File: config.mk
export PLATFORM = sky130hd
export DESIGN_NAME = flags_unit
export DESIGN_NICKNAME = d
export VERILOG_FILES = /design/src/rtl/flags_unit.sv
export SDC_FILE = /design/constraint.sdc
export NUM_CORES = 1
export LEC_CHECK = 0
export BUFFER_PORTS_ARGS = -buffer_cell sky130_fd_sc_hd__buf_2
export CORE_MARGIN = 2
export CORE_UTILIZATION = 45
export DETAILED_ROUTE_END_ITERATION = 12
export GPL_TIMING_DRIVEN = 0
export PLACE_DENSITY = 0.68
export SLEW_MARGIN = 30
export SYNTH_ARGS = -nofsm -noshare
export SYNTH_HDL_FRONTEND = slang
export SYNTH_SLANG_ARGS = --single-unit
export TNS_END_PERCENT = 1
File: constraint.sdc
create_clock -name clk -period 3.2 [get_ports clk]
set_clock_uncertainty 0.05 [all_clocks]
set_input_delay 0.48 -clock clk [delete_from_list [all_inputs] [get_ports clk]]
set_output_delay 0.48 -clock clk [all_outputs]
set_load 0.05 [all_outputs]
File: src/rtl/flags_unit.sv
// flags_unit: processor status word with EQ/GT/LT compare, Z/N flags,
// interrupt-mask ownership and a small LIFO save stack for interrupt entry/return.
module flags_unit #(
  parameter int unsigned        WIDTH       = 16,
  parameter int unsigned        STACK_DEPTH = 4,
  parameter logic [WIDTH-1:0]   RESET_FLAGS = WIDTH'(16'h0004),
  localparam int unsigned       CNT_W       = $clog2(STACK_DEPTH + 1)
) (
  input  logic             clk,
  input  logic             rst,
  input  logic             compare,
  input  logic             cmp_signed,
  input  logic             load,
  input  logic             mask_int,
  input  logic             unmask_int,
  input  logic             push,
  input  logic             pop,
  input  logic [WIDTH-1:0] bus1,
  input  logic [WIDTH-1:0] bus2,
  output logic [WIDTH-1:0] flags,
  output logic [CNT_W-1:0] stack_count,
  output logic             stack_full,
  output logic             stack_empty,
  output logic             stack_err
);

  localparam int unsigned IDX_W = (STACK_DEPTH > 1) ? $clog2(STACK_DEPTH) : 1;

  localparam int unsigned B_EQ = 0;
  localparam int unsigned B_GT = 1;
  localparam int unsigned B_IM = 2;
  localparam int unsigned B_LT = 3;
  localparam int unsigned B_Z  = 4;
  localparam int unsigned B_N  = 5;

  logic [WIDTH-1:0] flags_q, flags_d;
  logic [CNT_W-1:0] count_q, count_d;
  logic             err_q, err_d;
  logic [WIDTH-1:0] stack_q [STACK_DEPTH];

  logic             full_c, empty_c;
  logic             push_ok_c, pop_ok_c, swap_ok_c;
  logic             stk_we_c;
  logic [IDX_W-1:0] stk_idx_c, top_idx_c;
  logic             eq_c, gt_c, lt_c;

  assign full_c    = (count_q == CNT_W'(STACK_DEPTH));
  assign empty_c   = (count_q == '0);
  assign top_idx_c = IDX_W'(count_q - CNT_W'(1));

  // Compare results for the selected signedness mode
  always_comb begin
    eq_c = (bus1 == bus2);
    if (cmp_signed) begin
      gt_c = ($signed(bus1) > $signed(bus2));
      lt_c = ($signed(bus1) < $signed(bus2));
    end else begin
      gt_c = (bus1 > bus2);
      lt_c = (bus1 < bus2);
    end
  end

  // Next-state: data-path priority, IM override, stack bookkeeping
  always_comb begin
    flags_d   = flags_q;
    count_d   = count_q;
    err_d     = err_q;
    stk_we_c  = 1'b0;
    stk_idx_c = IDX_W'(count_q);

    push_ok_c = push && !pop && !full_c;
    pop_ok_c  = pop && !push && !empty_c;
    swap_ok_c = push && pop && !empty_c;

    if (pop_ok_c || swap_ok_c) begin
      flags_d = stack_q[top_idx_c];
    end else if (load) begin
      flags_d = bus1;
    end else if (compare) begin
      flags_d[B_EQ] = eq_c;
      flags_d[B_GT] = gt_c;
      flags_d[B_LT] = lt_c;
      flags_d[B_Z]  = (bus1 == '0);
      flags_d[B_N]  = bus1[WIDTH-1];
    end

    // Interrupt mask has its own priority on top of the data path
    if (mask_int)        flags_d[B_IM] = 1'b1;
    else if (unmask_int) flags_d[B_IM] = 1'b0;
    else if (push)       flags_d[B_IM] = 1'b1;

    if (push_ok_c) begin
      stk_we_c  = 1'b1;
      stk_idx_c = IDX_W'(count_q);
      count_d   = count_q + CNT_W'(1);
    end else if (swap_ok_c) begin
      stk_we_c  = 1'b1;
      stk_idx_c = top_idx_c;
    end else if (pop_ok_c) begin
      count_d   = count_q - CNT_W'(1);
    end

    // Pop on empty (alone or as swap) and push on full are sticky errors
    if ((pop && empty_c) || (push && !pop && full_c)) err_d = 1'b1;
  end

  // Status word, occupancy and sticky error registers
  always_ff @(posedge clk) begin
    if (rst) begin
      flags_q <= RESET_FLAGS;
      count_q <= '0;
      err_q   <= 1'b0;
    end else begin
      flags_q <= flags_d;
      count_q <= count_d;
      err_q   <= err_d;
    end
  end

  // Save-stack storage; contents are don't-care after reset
  always_ff @(posedge clk) begin
    if (!rst && stk_we_c) stack_q[stk_idx_c] <= flags_q;
  end

  assign flags       = flags_q;
  assign stack_count = count_q;
  assign stack_full  = full_c;
  assign stack_empty = empty_c;
  assign stack_err   = err_q;

endmodule

==> out/summary.md, run 1 <==
* **status** completed
* **buffer type at the clock tree root** sky130_fd_sc_hd__clkbuf_8
* **horizontal die dimension** 97.9 µm
* **core occupancy in the finished layout** 55.3%
* **count of fill cells added during filler insertion** 759
* **drt pass-1 iters** 4
* **Post-synth EDFFs** 64
* **max layer used** met4
* **final number of hold-violating endpoints** 0
* **overall die area** 0.00958 mm²
* **final total power** 2.87 mW
* **maximum resistive drop on vdd** 0.287 mV
* **time the worst path needs with I/O delays and setup** 3.04 ns
* **startpoint types** flop
* **Iter 0 DRT Violations** 196
* **Setup TNS Final** 0 ns
* **number of register bits inferred by synthesis** 84
* **pin count of the biggest net entering global routing** 17
* **unrepaired setup endpoints after global routing** true
* **Comb pwr share** 25.0%
* **number of core rows** 34
* **share of the cycle needed by the critical path after routing** 95.1%
* **design internal power** 1.99 mW
* **Setup-failing EPs final** 0
* **Max-Slew Margin vs Limit** 48.0%
* **placement-stage cell area** 0.00444 mm²
* **via-per-instance ratio** 5.60
* **max cap viols** 0
* **maximum fanout along the worst path** 14
* **number of nets produced by synthesis** 358
* **average routed wire per standard cell** 18.9 µm
* **finished layout cell area** 0.00478 mm²
* **Cells after DPL** 467
* **Switch Pwr** 0.879 mW
* **core area** 0.00864 mm²
* **routed length on met2** 4580 µm
* **total gr overflow** 0
* **remaining number of nets flagged by the antenna check after routing** 0
* **initial standard-cell utilization of the core** 45.9%
* **diodes inserted** 0
* **dpl ws** -0.492 ns
* **count of H-tree levels built during CTS** 3
* **Tot GR Track Use** 20.1%
* **cell area after synthesis** 0.00397 mm²
* **crit path capture type** flop
* **Sequential Area** 0.00232 mm²
* **clock sink count** 84
* **data arrival time of the critical path** 3.04 ns
* **WHS** 0.270 ns
* **drt drc** 0
* **Synth Warn #** 0
* **switching part of the total** 30.6%
* **DR vias** 2751
* **FFs w/ async S/R, synth** 0%
* **initial antenna violation count** 0
* **post-synthesis area per instance** 13.3 µm²
* **static leakage** 1.87 nW
* **share of the yosys chip area belonging to registers** 58.5%
* **io pins** 63
* **Max Root-Sink Buffers** 2
* **required time at the endpoint of the critical path** 3.19 ns
* **die boundary height** 97.9 µm
* **number of buffers inserted during clock tree synthesis** 9
* **number of global-route vias before repair** 2782
* **Syn-to-layout area delta** 20.5%
* **Flop pwr share** 46.3%
* **Pwr Density** 601 mW/mm²
* **clock insertion delay at the later pin of the skew report** 0.34 ns
* **TritonCTS clock tree** yes
* **Least-Margin Pin Slew** 0.780 ns
* **Clock power frac** 28.7%
* **setup ws final** 0.155 ns
* **Routed Wire Length** 9300 µm
* **Final Instance Count excl. Fillers** 491
* **clock transition at the register clock pins on the worst setup and hold paths after CTS** 0.07 ns
* **Met1 Routed Length** 4050 µm
* **startpoint-to-endpoint class of the critical path** reg2reg
* **count of distinct cell types in the synthesized netlist** 50
* **count of buffers inserted at the top-level ports** 61
* **placer's final routability congestion estimate** 0.867
* **wire length of the first global-routing pass** 14700 µm
* **class of the tightest hold or removal check** in2reg
* **Main synth FF type** sky130_fd_sc_hd__edfxtp_1
* **Synth Instances** 298
* **number of max-slew violations in the final report** 0
* **Fmax achieved** 328 MHz
* **share of cells above drive strength 1** 30.8%
* **half-perimeter wire length after placement** 6380 µm
* **reg2reg setup slack** 0.16 ns
* **Routed met3 length** 614 µm
* **area occupied by multi-input gates** 0.00153 mm²
* **total number of nets in the final design** 438
-- worst max-delay path: stages, from the launching register on --
cell and delay (ns):
sky130_fd_sc_hd__dfxtp_2 0.38, sky130_fd_sc_hd__buf_4 0.25, sky130_fd_sc_hd__buf_4 0.26, sky130_fd_sc_hd__inv_1 0.13, sky130_fd_sc_hd__ha_1 0.21, sky130_fd_sc_hd__buf_2 0.17
sky130_fd_sc_hd__nand2b_4 0.09, sky130_fd_sc_hd__nand2_1 0.07, sky130_fd_sc_hd__clkbuf_1 0.28, sky130_fd_sc_hd__o21ai_0 0.24, sky130_fd_sc_hd__nand3_1 0.22, sky130_fd_sc_hd__nor2_4 0.22
sky130_fd_sc_hd__buf_12 0.17
-- cell families (layout without fill, tap and decap cells) --
kind of cell	count (synthesis)	in the layout	share of synthesized area, %
and+or+nand+nor	74	74	9.68
muxes	29	29	12.4
AOI/OAI and AO/OA	53	53	9.18
buffers and inverters	37	122	3.79
adders and majority gates	19	19	5.99
xor gates and xnor gates	2	2	0.442
DFF	84	84	58.5
-- routing by layer --
layer / GRT usage, % / vias to the layer above
met5: 0 / -
met4: 7.05 / 0
met3: 3.65 / 4
met2: 33.1 / 101
met1: 26.8 / 1338
li1: - / 1308
-- Yosys cell counts, types with 11 or more instances --
| cell | n | area share [%] |
|---|---|---|
| sky130_fd_sc_hd__a211oi_1 | 11 | 2.1 |
| sky130_fd_sc_hd__nand2_1 | 14 | 1.3 |
| sky130_fd_sc_hd__edfxtp_1 | 64 | 48 |
| sky130_fd_sc_hd__inv_1 | 19 | 1.8 |
| sky130_fd_sc_hd__dfxtp_1 | 20 | 10 |
| sky130_fd_sc_hd__nor2_1 | 22 | 2.1 |
| sky130_fd_sc_hd__mux4_2 | 16 | 9.1 |
| sky130_fd_sc_hd__mux2i_1 | 13 | 3.3 |
| sky130_fd_sc_hd__ha_1 | 19 | 6.0 |
| sky130_fd_sc_hd__a21oi_1 | 16 | 2.0 |
-- what timing repair did --
item,4_1_cts,5_1_grt
hold buffers,0,0
endpoints found under the setup margin,64,44
buffers inserted,7,1
gates resized for setup,4,0
pin swaps,3,1
-- power by group through the flow --
stage	combinational [mW]	sequential [mW]	clock [mW]
detailed placement	0.694	1.36	0
finish	0.717	1.33	0.825
global placement	0.686	1.35	0
CTS	0.717	1.33	0.839
global route	0.774	1.34	0.879
floorplan	0.384	1.47	0
-- cells in the final DEF (no fill, tap or decap), types with 3 or more instances in the layout --
cell type                  count
sky130_fd_sc_hd__a211oi_1     11
sky130_fd_sc_hd__a21o_1        3
sky130_fd_sc_hd__a21oi_1      16
sky130_fd_sc_hd__buf_1         3
sky130_fd_sc_hd__buf_12        4
sky130_fd_sc_hd__buf_2        66
sky130_fd_sc_hd__buf_4         6
sky130_fd_sc_hd__clkbuf_1      7
sky130_fd_sc_hd__clkbuf_8     10
sky130_fd_sc_hd__dfxtp_1      19
sky130_fd_sc_hd__edfxtp_1     64
sky130_fd_sc_hd__ha_1         19
sky130_fd_sc_hd__inv_1        19
sky130_fd_sc_hd__mux2i_1      13
sky130_fd_sc_hd__mux4_2       16
sky130_fd_sc_hd__nand2_1      14
sky130_fd_sc_hd__nand3_1       6
sky130_fd_sc_hd__nand3b_1      4
sky130_fd_sc_hd__nand4_1       6
sky130_fd_sc_hd__nor2_1       17
sky130_fd_sc_hd__nor2_4        5
sky130_fd_sc_hd__nor2b_1       3
sky130_fd_sc_hd__nor4_1        6
sky130_fd_sc_hd__o21ai_0       4
-- final cells by class --
cell class	instances	area share, %
clock inverter	4	1.54
sequential	84	48.6
timing repair buffer	69	8.69
buffer	16	1.57
inverter	21	1.65
tap	108	2.83
clock buffer	12	3.04
multi-input combinational	177	32.1
-- flip-flops by register name, indices dropped and copies added (netlist names) --
name / flops
stack_q: 64
stack_err: 1
stack_count: 3
flags: 16
-- worst paths after layout --
check,startpoint,end,depth (start not counted)
hold / removal,unmask_int,flags[2],2
setup reg to reg,stack_count[0],stack_q[3][3],12
setup / recovery,stack_count[0],stack_q[3][3],12
hold reg to reg,stack_err,stack_err,2
(Power assumes the default switching activity.)
==> inputs of run 2 (changes only) <==
--- a/config.mk
+++ b/config.mk
@@ -7,10 +7,10 @@
 export LEC_CHECK = 0
 export BUFFER_PORTS_ARGS = -buffer_cell sky130_fd_sc_hd__buf_2
 export CORE_MARGIN = 2
-export CORE_UTILIZATION = 45
+export CORE_UTILIZATION = 51
 export DETAILED_ROUTE_END_ITERATION = 12
 export GPL_TIMING_DRIVEN = 0
-export PLACE_DENSITY = 0.68
+export PLACE_DENSITY = 0.76
 export SLEW_MARGIN = 30
 export SYNTH_ARGS = -nofsm -noshare
 export SYNTH_HDL_FRONTEND = slang
==> run 2 against run 1 <==
Effect of this change:
- cell area barely moved
- count of clock-buffer cells in the layout fell by 1
- clock power fell by 0.6%
- sequential power barely moved
- critical path depth did not move
- global-route usage rose by 3.0 points
- total power fell by 0.12%
- critical endpoint is now stack_q[1][7]
==> out/summary.md, run 2 (synthesis results as in run 1) <==
* **count of H-tree levels built during CTS** 3, unchanged
* **buffer type at the clock tree root** sky130_fd_sc_hd__clkbuf_8
* **Cells after DPL** 461, -1.3%
* **number of max-slew violations in the final report** 0, unchanged
* **overall die area** 0.00850 mm², -11%
* **Tot GR Track Use** 23.1%, +3.0 points
* **count of buffers inserted at the top-level ports** 61, unchanged
* **Comb pwr share** 25.1%, about the same
* **Sequential Area** 0.00232 mm², unchanged
* **Routed met3 length** 688 µm, +12%
* **Routed Wire Length** 9090 µm, -2.3%
* **half-perimeter wire length after placement** 6240 µm, -2.2%
* **io pins** 63, unchanged
* **core area** 0.00765 mm², -11%
* **average routed wire per standard cell** 18.8 µm, -0.84%
* **design internal power** 1.98 mW, -0.85%
* **switching part of the total** 31.1%, +0.51 points
* **remaining number of nets flagged by the antenna check after routing** 0, unchanged
* **status** completed
* **Met1 Routed Length** 3650 µm, -9.7%
* **Least-Margin Pin Slew** 0.721 ns, -0.0596 ns
* **clock sink count** 84, unchanged
* **max cap viols** 0, unchanged
* **Iter 0 DRT Violations** 159, -19%
* **Final Instance Count excl. Fillers** 484, -1.4%
* **finished layout cell area** 0.00478 mm², about the same
* **Syn-to-layout area delta** 20.4%, about the same
* **Setup-failing EPs final** 0, unchanged
* **WHS** 0.253 ns, -0.0175 ns
* **dpl ws** -0.446 ns, +0.0457 ns
* **required time at the endpoint of the critical path** 3.21 ns, +0.02 ns
* **data arrival time of the critical path** 2.94 ns, -0.10 ns
* **clock transition at the register clock pins on the worst setup and hold paths after CTS** 0.09 ns, +0.02 ns
* **pin count of the biggest net entering global routing** 17, unchanged
* **static leakage** 1.86 nW, -0.42%
* **unrepaired setup endpoints after global routing** true
* **share of the cycle needed by the critical path after routing** 91.7%, -3.5 points
* **clock insertion delay at the later pin of the skew report** 0.36 ns, +0.02 ns
* **Fmax achieved** 341 MHz, +3.8%
* **via-per-instance ratio** 5.77, +3.0%
* **placement-stage cell area** 0.00443 mm², -0.17%
* **initial antenna violation count** 0, unchanged
* **post-cts hold buffer count** 0, unchanged
* **DR vias** 2792, +1.5%
* **register with the most flip-flops** stack_q
* **drt pass-1 iters** 4, unchanged
* **Max Root-Sink Buffers** 2, unchanged
* **placer's final routability congestion estimate** 0.882, +1.8%
* **Max-Slew Margin vs Limit** 52.0%, +4.0 points
* **Flop pwr share** 46.4%, about the same
* **diodes inserted** 0, unchanged
* **count of fill cells added during filler insertion** 595, -22%
* **number of buffers inserted during clock tree synthesis** 9, unchanged
* **die boundary height** 92.2 µm, -5.8%
* **total number of nets in the final design** 437, -0.23%
* **Switch Pwr** 0.892 mW, +1.5%
* **wire length of the first global-routing pass** 14300 µm, -2.6%
* **routed length on met2** 4450 µm, -2.8%
* **area occupied by multi-input gates** 0.00153 mm², unchanged
* **total gr overflow** 0, unchanged
* **Setup TNS Final** 0 ns, unchanged
* **most used cells in the layout excluding fill and tap cells** sky130_fd_sc_hd__buf_2, sky130_fd_sc_hd__edfxtp_1, sky130_fd_sc_hd__inv_1, sky130_fd_sc_hd__ha_1, sky130_fd_sc_hd__dfxtp_1
* **maximum fanout along the worst path** 16, +2
* **drt drc** 0, unchanged
* **number of global-route vias before repair** 2756, -0.93%
* **share of cells above drive strength 1** 30.6%, -0.18 points
* **Clock power frac** 28.6%, about the same
* **startpoint types** flop
* **crit path capture type** flop
* **initial standard-cell utilization of the core** 51.9%, +5.9 points
* **TritonCTS clock tree** yes
* **most common cell after layout, fill and taps aside** sky130_fd_sc_hd__buf_2
* **flip-flop count of the largest register, all copies and words added** 64, unchanged
* **maximum resistive drop on vdd** 0.339 mV, +18%
* **startpoint-to-endpoint class of the critical path** reg2reg
* **class of the tightest hold or removal check** in2reg
* **number of core rows** 32, -5.9%
* **max layer used** met4
* **horizontal die dimension** 92.2 µm, -5.8%
* **time the worst path needs with I/O delays and setup** 2.93 ns, -0.112 ns
* **final number of hold-violating endpoints** 0, unchanged
* **setup ws final** 0.267 ns, +0.112 ns
* **Pwr Density** 601 mW/mm², about the same
* **final total power** 2.87 mW, -0.12%
* **core occupancy in the finished layout** 62.5%, +7.1 points
run 2: power by group through the flow:
stage / registers, mW / logic (mW) / clock network [mW]
global route: 1.34 / 0.776 / 0.879
detailed placement: 1.36 / 0.694 / 0
floorplan: 1.47 / 0.384 / 0
CTS: 1.33 / 0.715 / 0.833
finish: 1.33 / 0.720 / 0.820
global placement: 1.35 / 0.684 / 0
run 2: metal layers:
layer / vias to the layer above / GRT usage [%]
li1: 1307 / -
met1: 1372 / 30.2
met2: 88 / 36.8
met3: 25 / 3.94
met4: 0 / 12.6
met5: - / 0
run 2: worst max-delay path, stage by stage, from the launching register on:
cell,delay [ns]
sky130_fd_sc_hd__dfxtp_2,0.40
sky130_fd_sc_hd__buf_4,0.26
sky130_fd_sc_hd__buf_6,0.21
sky130_fd_sc_hd__inv_1,0.11
sky130_fd_sc_hd__ha_1,0.20
sky130_fd_sc_hd__buf_2,0.18
sky130_fd_sc_hd__nand2b_4,0.09
sky130_fd_sc_hd__nand2_1,0.07
sky130_fd_sc_hd__clkbuf_1,0.27
sky130_fd_sc_hd__o21ai_1,0.20
sky130_fd_sc_hd__nand3_1,0.19
sky130_fd_sc_hd__nor2_4,0.20
sky130_fd_sc_hd__buf_12,0.18
run 2: worst paths after layout:
kind | startpoint | end | slack [ns] | cells past startpoint
hold reg to reg | stack_err | stack_err | 0.42 | 2
setup reg to reg | stack_count[0] | stack_q[1][7] | 0.27 | 12
hold / removal | unmask_int | flags[2] | 0.25 | 2
setup / recovery | stack_count[0] | stack_q[1][7] | 0.27 | 12
run 2: what timing repair did:
action	CTS	global route
setup buffers	7	0
cloned	0	0
pin swaps	4	0
setup endpoints to repair	64	64
gates resized for setup	2	5
run 2: final cells by class:
type / count / share of cell area (%)
plain buffers: 16 / 1.65
clock buffers: 11 / 2.75
clock inverters: 5 / 1.78
inverters: 21 / 1.65
multi-input cells: 177 / 32.1
flip-flops and latches: 84 / 48.6
well taps: 102 / 2.67
repair buffers: 68 / 8.80
